===== config.mk =====
export PLATFORM = sky130hd
export DESIGN_NAME = multicycle_controller
export DESIGN_NICKNAME = d
export VERILOG_FILES = /design/src/rtl/mc_ctrl_pkg.sv /design/src/rtl/mc_output_decode.sv /design/src/rtl/multicycle_controller.sv
export SDC_FILE = /design/constraint.sdc
export NUM_CORES = 1
export LEC_CHECK = 0
export CAP_MARGIN = 20
export CORE_MARGIN = 2
export CORE_UTILIZATION = 28
export CTS_BUF_LIST = sky130_fd_sc_hd__clkbuf_16
export CTS_CLUSTER_SIZE = 16
export DETAILED_ROUTE_END_ITERATION = 10
export GPL_TIMING_DRIVEN = 0
export PLACE_DENSITY = 0.78
export SLEW_MARGIN = 0
export SYNTH_ARGS = -nofsm -noshare
export SYNTH_HDL_FRONTEND = slang
export SYNTH_SLANG_ARGS = --single-unit

===== constraint.sdc =====
create_clock -name Clk -period 2 [get_ports Clk]
set_input_delay 0.5 -clock Clk [delete_from_list [all_inputs] [get_ports Clk]]
set_output_delay 0.5 -clock Clk [all_outputs]
set_load 0.05 [all_outputs]

===== src/rtl/mc_ctrl_pkg.sv =====
// mc_ctrl_pkg
//   Shared constants for the multi-cycle MIPS controller.
//   Contents: opcode values, ALU function codes, mux select codes,
//   the state encoding, the bundled control-output struct and the
//   legal-opcode helper used by both next-state and output decode.
package mc_ctrl_pkg;

  localparam int ALUOP_W = 6;
  localparam int STATE_W = 4;

  localparam logic [5:0] OP_RTYPE = 6'b000000;
  localparam logic [5:0] OP_LW    = 6'b100011;
  localparam logic [5:0] OP_SW    = 6'b101011;
  localparam logic [5:0] OP_BEQ   = 6'b000100;
  localparam logic [5:0] OP_ADDI  = 6'b001000;
  localparam logic [5:0] OP_J     = 6'b000010;

  localparam logic [ALUOP_W-1:0] ALU_ADD = 6'b100000;
  localparam logic [ALUOP_W-1:0] ALU_SUB = 6'b100010;

  localparam logic [1:0] SRCB_B       = 2'b00;
  localparam logic [1:0] SRCB_FOUR    = 2'b01;
  localparam logic [1:0] SRCB_IMM     = 2'b10;
  localparam logic [1:0] SRCB_IMM_SH2 = 2'b11;

  localparam logic [1:0] PCSRC_ALU    = 2'b00;
  localparam logic [1:0] PCSRC_ALUOUT = 2'b01;
  localparam logic [1:0] PCSRC_JUMP   = 2'b10;

  // Codes 13..15 are unused; they recover to FETCH with all outputs low.
  typedef enum logic [STATE_W-1:0] {
    S_IDLE     = 4'd0,
    S_FETCH    = 4'd1,
    S_DECODE   = 4'd2,
    S_MEM_ADDR = 4'd3,
    S_MEM_RD   = 4'd4,
    S_LW_WB    = 4'd5,
    S_MEM_WR   = 4'd6,
    S_EXEC_R   = 4'd7,
    S_R_WB     = 4'd8,
    S_EXEC_I   = 4'd9,
    S_I_WB     = 4'd10,
    S_BRANCH   = 4'd11,
    S_JUMP     = 4'd12
  } state_e;

  typedef struct packed {
    logic               iord;
    logic               mem_read;
    logic               mem_write;
    logic               ir_write;
    logic               pc_write;
    logic               pc_write_cond;
    logic [1:0]         pc_source;
    logic               alu_src_a;
    logic [1:0]         alu_src_b;
    logic [ALUOP_W-1:0] alu_op;
    logic               reg_dst;
    logic               mem_to_reg;
    logic               reg_write;
    logic               illegal_op;
  } ctrl_t;

  function automatic logic is_legal_op(input logic [5:0] op);
    return (op == OP_RTYPE) || (op == OP_LW) || (op == OP_SW) ||
           (op == OP_BEQ) || (op == OP_ADDI) || (op == OP_J);
  endfunction

endpackage


===== src/rtl/mc_output_decode.sv =====
// mc_output_decode
//   Purely combinational map from the registered controller state to the
//   datapath control bundle.
// Ports
//   state_i      current state
//   mem_ready_i  memory handshake (only qualifies IRWrite/PCWrite in FETCH)
//   opcode_i     Instruction[31:26], flags illegal opcodes in DECODE
//   funct_i      Instruction[5:0], passed to ALUOp in EXEC_R
//   ctrl_o       control bundle; all zero for IDLE and unused encodings
module mc_output_decode
  import mc_ctrl_pkg::*;
(
  input  state_e             state_i,
  input  logic               mem_ready_i,
  input  logic [5:0]         opcode_i,
  input  logic [ALUOP_W-1:0] funct_i,
  output ctrl_t              ctrl_o
);

  always_comb begin
    ctrl_o = '0;
    case (state_i)
      S_FETCH: begin
        ctrl_o.mem_read  = 1'b1;
        ctrl_o.alu_src_b = SRCB_FOUR;
        ctrl_o.alu_op    = ALU_ADD;
        // IR and PC only commit in the cycle the memory returns data.
        ctrl_o.ir_write  = mem_ready_i;
        ctrl_o.pc_write  = mem_ready_i;
      end
      S_DECODE: begin
        ctrl_o.alu_src_b  = SRCB_IMM_SH2;
        ctrl_o.alu_op     = ALU_ADD;
        ctrl_o.illegal_op = !is_legal_op(opcode_i);
      end
      S_MEM_ADDR, S_EXEC_I: begin
        ctrl_o.alu_src_a = 1'b1;
        ctrl_o.alu_src_b = SRCB_IMM;
        ctrl_o.alu_op    = ALU_ADD;
      end
      S_MEM_RD: begin
        ctrl_o.mem_read = 1'b1;
        ctrl_o.iord     = 1'b1;
      end
      S_LW_WB: begin
        ctrl_o.reg_write  = 1'b1;
        ctrl_o.mem_to_reg = 1'b1;
      end
      S_MEM_WR: begin
        ctrl_o.mem_write = 1'b1;
        ctrl_o.iord      = 1'b1;
      end
      S_EXEC_R: begin
        ctrl_o.alu_src_a = 1'b1;
        ctrl_o.alu_src_b = SRCB_B;
        ctrl_o.alu_op    = funct_i;
      end
      S_R_WB: begin
        ctrl_o.reg_write = 1'b1;
        ctrl_o.reg_dst   = 1'b1;
      end
      S_I_WB: begin
        ctrl_o.reg_write = 1'b1;
      end
      S_BRANCH: begin
        ctrl_o.alu_src_a     = 1'b1;
        ctrl_o.alu_src_b     = SRCB_B;
        ctrl_o.alu_op        = ALU_SUB;
        ctrl_o.pc_write_cond = 1'b1;
        ctrl_o.pc_source     = PCSRC_ALUOUT;
      end
      S_JUMP: begin
        ctrl_o.pc_write  = 1'b1;
        ctrl_o.pc_source = PCSRC_JUMP;
      end
      default: ;
    endcase
  end

endmodule


===== src/rtl/multicycle_controller.sv =====
// multicycle_controller
//   Control FSM for a multi-cycle MIPS datapath with a single memory port.
//   Holds the state register and next-state logic; outputs are decoded
//   from the registered state by mc_output_decode.
// Ports
//   Clk, Rst            clock (rising edge), async active-low reset
//   Instruction         IR contents (opcode [31:26], funct [5:0])
//   ALUZero             ALU zero flag, consumed by the datapath via PCWriteCond
//   MemReady            memory access complete this cycle
//   IorD..RegWrite      datapath mux selects and write enables
//   IllegalOp           pulse while DECODE holds an unsupported opcode
//   State               current state, debug
//
// state    | meaning
// ---------+----------------------------------------------------
// IDLE     | after reset, no outputs
// FETCH    | read instruction at PC, PC+4; waits on MemReady
// DECODE   | branch target into ALUOut, dispatch on opcode
// MEM_ADDR | effective address for LW/SW
// MEM_RD   | load read; waits on MemReady
// LW_WB    | MDR into rt
// MEM_WR   | store write; waits on MemReady
// EXEC_R   | R-type ALU op from funct
// R_WB     | ALUOut into rd
// EXEC_I   | ADDI: A + sext imm
// I_WB     | ALUOut into rt
// BRANCH   | BEQ compare, PC <- ALUOut on zero
// JUMP     | PC <- jump target
module multicycle_controller
  import mc_ctrl_pkg::*;
(
  input  logic               Clk,
  input  logic               Rst,
  input  logic [31:0]        Instruction,
  input  logic               ALUZero,
  input  logic               MemReady,
  output logic               IorD,
  output logic               MemRead,
  output logic               MemWrite,
  output logic               IRWrite,
  output logic               PCWrite,
  output logic               PCWriteCond,
  output logic [1:0]         PCSource,
  output logic               ALUSrcA,
  output logic [1:0]         ALUSrcB,
  output logic [ALUOP_W-1:0] ALUOp,
  output logic               RegDst,
  output logic               MemtoReg,
  output logic               RegWrite,
  output logic               IllegalOp,
  output logic [STATE_W-1:0] State
);

  state_e     state_q, state_d;
  // LW/SW choice is latched in DECODE so MEM_ADDR does not depend on the IR.
  logic       is_store_q, is_store_d;
  logic [5:0] opcode;
  ctrl_t      ctrl;

  // ALUZero is applied by the datapath (PCWriteCond); the middle IR bits
  // are datapath operands.
  logic unused_inputs;
  assign unused_inputs = ALUZero ^ (^Instruction[25:6]);

  assign opcode = Instruction[31:26];

  always_comb begin
    state_d    = state_q;
    is_store_d = is_store_q;
    case (state_q)
      S_IDLE:     state_d = S_FETCH;
      S_FETCH:    if (MemReady) state_d = S_DECODE;
      S_DECODE: begin
        is_store_d = (opcode == OP_SW);
        case (opcode)
          OP_RTYPE:     state_d = S_EXEC_R;
          OP_LW, OP_SW: state_d = S_MEM_ADDR;
          OP_BEQ:       state_d = S_BRANCH;
          OP_ADDI:      state_d = S_EXEC_I;
          OP_J:         state_d = S_JUMP;
          default:      state_d = S_FETCH;
        endcase
      end
      S_MEM_ADDR: state_d = is_store_q ? S_MEM_WR : S_MEM_RD;
      S_MEM_RD:   if (MemReady) state_d = S_LW_WB;
      S_MEM_WR:   if (MemReady) state_d = S_FETCH;
      S_EXEC_R:   state_d = S_R_WB;
      S_EXEC_I:   state_d = S_I_WB;
      S_LW_WB, S_R_WB, S_I_WB, S_BRANCH, S_JUMP:
                  state_d = S_FETCH;
      default:    state_d = S_FETCH;
    endcase
  end

  always_ff @(posedge Clk or negedge Rst) begin
    if (!Rst) begin
      state_q    <= S_IDLE;
      is_store_q <= 1'b0;
    end else begin
      state_q    <= state_d;
      is_store_q <= is_store_d;
    end
  end

  mc_output_decode u_output_decode (
    .state_i     (state_q),
    .mem_ready_i (MemReady),
    .opcode_i    (opcode),
    .funct_i     (Instruction[5:0]),
    .ctrl_o      (ctrl)
  );

  assign IorD        = ctrl.iord;
  assign MemRead     = ctrl.mem_read;
  assign MemWrite    = ctrl.mem_write;
  assign IRWrite     = ctrl.ir_write;
  assign PCWrite     = ctrl.pc_write;
  assign PCWriteCond = ctrl.pc_write_cond;
  assign PCSource    = ctrl.pc_source;
  assign ALUSrcA     = ctrl.alu_src_a;
  assign ALUSrcB     = ctrl.alu_src_b;
  assign ALUOp       = ctrl.alu_op;
  assign RegDst      = ctrl.reg_dst;
  assign MemtoReg    = ctrl.mem_to_reg;
  assign RegWrite    = ctrl.reg_write;
  assign IllegalOp   = ctrl.illegal_op;
  assign State       = state_q;

endmodule


# ---- Word level (Yosys, flattened, before mapping)
# Cells that the tools add are included.
# W data, S select, Z words.
dict set report totals {
  latch_bits 0
  register_bits 5
  in_bits 36
  elab_cells 55
  n_memories 0
  romBits 0
  mem_bits_rw 0
}
dict set report classes {
  bitwise 0
  muxes 19
  mul 0
  order_cmp 0
  eq_ne 20
  addsub 0
  shifts 0
  reduce_logical 14
  div_mod_pow 0
}
# op n
set ops {}
lappend ops {{$pmux W8 S5} 1}
lappend ops {{$pmux W4 S7} 1}
lappend ops {{$eq A4 B4 Y1 const B} 5}
lappend ops {{$pmux W4 S5} 1}
lappend ops {{$eq A4 B3 Y1 const B} 4}
lappend ops {{$eq A6 B6 Y1 const B} 2}
lappend ops {{$mux W4} 3}
lappend ops {{$mux W1} 10}
lappend ops {{$eq A4 B2 Y1 const B} 2}
lappend ops {{$reduce_or A2 Y1} 4}
lappend ops {{$eq A6 B2 Y1 const B} 1}
lappend ops {{$eq A6 B3 Y1 const B} 1}
lappend ops {{$eq A6 B4 Y1 const B} 1}
lappend ops {{$logic_not A6 Y1} 1}
lappend ops {{$ne A2 B2 Y1 const B} 3}
lappend ops {{$logic_or A1 B1 Y1} 5}
lappend ops {{$eq A4 B1 Y1 const B} 1}
lappend ops {{$pmux W2 S2} 1}
lappend ops {{$reduce_or A4 Y1} 1}
lappend ops {{$reduce_and A3 Y1} 1}
lappend ops {{$reduce_or A3 Y1} 1}
lappend ops {{$mux W2} 1}
lappend ops {{$pmux W1 S2} 1}
lappend ops {{$logic_not A1 Y1} 1}

# ---- Logic depth before layout (Yosys ltp)
# Gate-level depths: netlist of the first run.
dict set report logic_depth {
  depth_word 8
  ltp_mapped 5
  ltp_nobuf 4
}

# ---- Cells and area by module
# A second synthesis of the first run with hierarchy kept.
dict set report hier_totals {
  hier_cells 88
  area_unflattened_um2 666.9
}
# module cells_each n_inst area_per_inst_um2
set modules_own_cells {}
lappend modules_own_cells {multicycle_controller 47 1 412.9}
lappend modules_own_cells {mc_output_decode 41 1 254.0}

# ---- Worst setup path after synthesis of the first run
# Ideal clock, no wire load.
dict set report synth_path {
  path_kind {reg-to-output}
  from {reg state_q[2] (netlist: State[2])}
  to {out IllegalOp}
  path_stages_with_launch 5
  required_time_ps 1500
  t_arrival_ps 2404
  path_slack_ps -904
  cell_sequence {dfrtp_1 -> buf_4 -> or2_1 -> or2_1 -> nor3_1}
}
dict set report synth_between {
  elab_chain_len 2
}
# element line_no
set synth_rtl {}
lappend synth_rtl {{start: declaration} multicycle_controller.sv:54} ;# state_e state_q, state_d;
lappend synth_rtl {{start signal: assignment} multicycle_controller.sv:100} ;# state_q <= state_d;
lappend synth_rtl {{$eq A4 B2 Y1} mc_output_decode.sv:22} ;# case (state_i)
lappend synth_rtl {{$mux W1} mc_output_decode.sv:22}
lappend synth_rtl {{end: declaration} multicycle_controller.sv:50} ;# output logic IllegalOp,
# No other way between the ends.

# ---- Worst setup path after layout of the first run
dict set report layout_path {
  from {in Instruction[27]}
  to {out IllegalOp}
}
dict set report layout_between {
  elab_chain_len 8
}
# element line_no
set layout_rtl {}
lappend layout_rtl {{start: declaration} multicycle_controller.sv:34} ;# input logic [31:0] Instruction,
lappend layout_rtl {{$eq A6 B6 Y1 / $logic_not A6 Y1 (equally long branches)} mc_ctrl_pkg.sv:65} ;# return (op == OP_RTYPE) || (op == OP_LW) || (op == OP_SW) ||
lappend layout_rtl {{$logic_or A1 B1 Y1 (3 in series)} mc_ctrl_pkg.sv:65}
lappend layout_rtl {{$logic_or A1 B1 Y1} mc_ctrl_pkg.sv:66} ;# (op == OP_BEQ) || (op == OP_ADDI) || (op == OP_J);
lappend layout_rtl {{$logic_or A1 B1 Y1 *} mc_ctrl_pkg.sv:66}
lappend layout_rtl {{$logic_not A1 Y1 *} mc_output_decode.sv:34} ;# ctrl_o.illegal_op = !is_legal_op(opcode_i);
lappend layout_rtl {{$mux W1 *} mc_output_decode.sv:22}
# Mark *: on every way between the ends. The rest lies on a longest branch, timed or not.

==> results by group, run 1 <==
Status
  • Status: finished, violations left
  • Failing checks: setup timing

Layout
  • Final nets: 181
  • Fillers: roughly 130
  • Synthesis-to-finish area growth: 150%
  • Diode count: 0
  • Final core occ: 73.8%
  • Layout cells sized above 1: between 60% and 70%
  • Finished Cell Area: 0.00143 mm2

Clock network
  • Root Driver: clkbuf_16
  • Clock sink count: 5
  • H-tree levels: 1
  • Inserted Clock Buffers: 3
  • Clk pin slew, worst setup/hold paths: 30 ps
  • Clock Latency Late Sink: 230 ps
  • Hold buffer count at cts: 0
  • CTS Buffer Depth: 2
  • CTS tree: done

Global routing
  • GRT Resource Usage Total: 20.6%
  • GRT Residual Overflow: 0
  • Largest net degree at the start of global routing: 11
  • Initial antenna violation count: 0
  • Vias in the first global route: 855
  • First-pass GRT wire length: roughly 3.9 mm

Setup path
  • WP buf/inv: 2
  • Worst Setup Start Kind: input port
  • Cell family with most CP delay: simple AND/OR/NAND/NOR gates
  • Reg2Reg Setup Slack: 420 ps
  • Crit Path Class: input port to output pin
  • FF-to-FF path depth: 4
  • RR Startpoint: State[3]$_DFFE_PN0P_
  • Crit end category: output pin
  • Cell breakdown of the critical path: buf_8 > or4_4 > a21oi_4 > nor3_4 > buf_6
  • Slowest stage delay, CP: between 500 and 600 ps
  • Worst R2R End: State[3]$_DFFE_PN0P_
  • Critical Path AT: 1580 ps
  • Crit Path Max Fanout: 4
  • Worst EP required: 1500 ps
  • Slowest cell on the critical path: or4_4

Floorplanning
  • Die X: 49.2 um
  • Core area: 0.00194 mm2
  • Initial Util: between 20 and 30%
  • IO Count: 61
  • Die extent in y: between 40 and 50 um
  • Die Area: 0.00242 mm2
  • Cell row count: 16

STA
  • Peak Freq: 0.480 GHz
  • Clk_skew: 1.36 ps
  • RSZ-0062 raised after global routing: true
  • Period utilization: 104%
  • Worst slew pin tran: 500 ps
  • Tmin final: around 2100 ps
  • Final worst slack: -83.9 ps
  • Final hold viol count: 0
  • Final setup viols: 1
  • Relative max-transition margin: approximately 67%
  • Slew Viols, Final: 0
  • WHS: 493 ps

Synth
  • Post-synthesis sequential area ratio: 21.8%
  • Post-Synthesis Cells: 81
  • Syn_area_per_cell: 7.07 um2
  • Netlist cell types: 32
  • Largest cells by area after synthesis: dfrtp_1 (22%), nand2b_1 (8.7%), nor2_1 (7.2%)
  • Seq cells post-synth: 5
  • Yosys warns: 0
  • Synth area leader: dfrtp_1
  • Syn_nets: around 120
  • Area share of the largest cell type after synthesis: approximately 22%
  • Synth Cell Area: about 570 um2

Routing
  • Final WL: 2.57 mm
  • Via count: 893
  • Post-DR wirelength/cell: about 15 um
  • Detail Route Antenna Nets: 0
  • Starting DRC count in detailed routing: 15
  • Vias per cell: around 5.2
  • # DRC: 0
  • Detailed Routing Iterations Pass 1: 4

Worst hold path
  • Worst min path class: input port to asynchronous set/reset pin

Place
  • Hpwl dp: 1.54 mm
  • Quantity of I/O buffers inserted on ports: 39
  • Placed instance area: roughly 0.0011 mm2
  • Placer congestion estimate: 0.809

Power
  • Peak VDD IR: 1.49 mV
  • PD cells: between 1500 and 2000 mW/mm2
  • Overall power: 2.16 mW
  • Lkg Pwr: 0.643 nW

Run
  • Max-cap violations: 0
==> metal layers <==
| layer | up-vias | global-route usage, % | share of wire (%) |
|---|---|---|---|
| met5 | - | 0 | 0 |
| met4 | 0 | 6.67 | 3.8 |
| met3 | 11 | 6.13 | 7.1 |
| met2 | 44 | 39.2 | 53 |
| met1 | 418 | 21.1 | 36 |
| li1 | 420 | - | - |
==> what timing repair did <==
item                       in CTS  in global routing
gates resized for setup       139                 50
setup buffers                  13                  7
setup endpoints to repair      22                 22
pin swaps                       6                  7
==> cell families after synthesis <==
kind of cell	Yosys count	share of synthesized area, %
AOI/OAI and AO/OA	26	30.1
and+or+nand+nor	41	38.4
DFF	5	21.8
buffers and inverters	7	6.55
xor gates and xnor gates	2	3.06
==> how the worst max path moves through the flow <==
stage | start | end | slack (ps) | cells after the start
6_report | Instruction[27] | IllegalOp | -80 | 5
4_1_cts | State[2]$_DFFE_PN0P_ | IllegalOp | -120 | 5
5_1_grt | State[2]$_DFFE_PN0P_ | IllegalOp | -110 | 5
3_3_place_gp | Instruction[27] | IllegalOp | -1110 | 5
2_1_floorplan | State[2]$_DFFE_PN0P_ | IllegalOp | -100 | 4
3_5_place_dp | Instruction[27] | IllegalOp | -1110 | 5
==> cells in the mapped netlist, drive strengths merged <==
master / count
dfrtp: 5
nand2b: 8
and3: 1
a211oi: 1
a21boi: 1
nor3: 5
a21o: 1
o32ai: 1
clkbuf: 2
xnor2: 1
o22ai: 2
nand2: 5
nand4b: 1
nor2b: 1
a21oi: 8
xor2: 1
a211o: 1
nor2: 11
or3: 1
buf: 3
and2: 4
o221ai: 1
a31oi: 1
or4: 2
a221oi: 1
o41ai: 1
or2: 2
a32o: 1
o21ai: 6
inv: 2
==> worst register-to-register path: stages, from the launching register on <==
cell     delay (ps)
dfrtp_2         450
inv_2           180
nand2_2         150
or4_1           530
o21ai_1         170
==> through the flow <==
stage	worst slack (ps)	instances	TNS, ps
final	-83.9	171	-83.9
after global routing	-111	171	-153
after CTS	-118	164	-298
after detailed placement	-1110	147	-10110
after global placement	-1110	147	-9630
after floorplan	-98.8	81	-202
==> sequential cells by signal, indices dropped and copies added (netlist names) <==
register	flops
is_store_q	1
State	4
==> area by class of cell <==
class / count / area, um2 / area share, %
Multi-Input combinational cell: 69 / 628 / 43.8
Timing Repair Buffer: 59 / 507 / 35.3
Sequential cell: 5 / 130 / 9.08
Clock buffer: 3 / 75.1 / 5.24
Buffer: 5 / 48.8 / 3.40
Tap cell: 27 / 33.8 / 2.36
Inverter: 2 / 7.51 / 0.524
Clock inverter: 1 / 3.75 / 0.262
==> power breakdown <==
| group | internal [mW] | switching [mW] |
|---|---|---|
| combinational | 0.615 | 1.03 |
| sequential | 0.143 | 0.0485 |
| clock | 0.259 | 0.0638 |
| total | 1.02 | 1.14 |
==> layout by cell type (no fill, tap or decap), drive strengths merged <==
cell type	count
buf	47
nor2	11
clkdlybuf4s50	9
clkbuf	8
nand2b	8
a21oi	8
o21ai	6
dfrtp	5
nor3	5
nand2	5
and2	4
inv	3
or2	2
dlygate4sd2	2
o22ai	2
or4	2
nor2b	1
a21o	1
and3	1
a31oi	1
a21boi	1
or3	1
xnor2	1
nand4b	1
a211oi	1
a32o	1
a221oi	1
a211o	1
o221ai	1
o32ai	1
o41ai	1
xor2	1
dlymetal6s2s	1
No activity file was read; power rests on OpenSTA's default activity.
==> run 2, diff against run 1 <==
--- a/config.mk
+++ b/config.mk
@@ -9,7 +9,7 @@
 export CORE_MARGIN = 2
 export CORE_UTILIZATION = 28
 export CTS_BUF_LIST = sky130_fd_sc_hd__clkbuf_16
-export CTS_CLUSTER_SIZE = 16
+export CTS_CLUSTER_SIZE = 20
 export DETAILED_ROUTE_END_ITERATION = 10
 export GPL_TIMING_DRIVEN = 0
 export PLACE_DENSITY = 0.78
==> results of run 2 <==
Same layout as run 1: the final DEF is identical, and so are final timing and power.
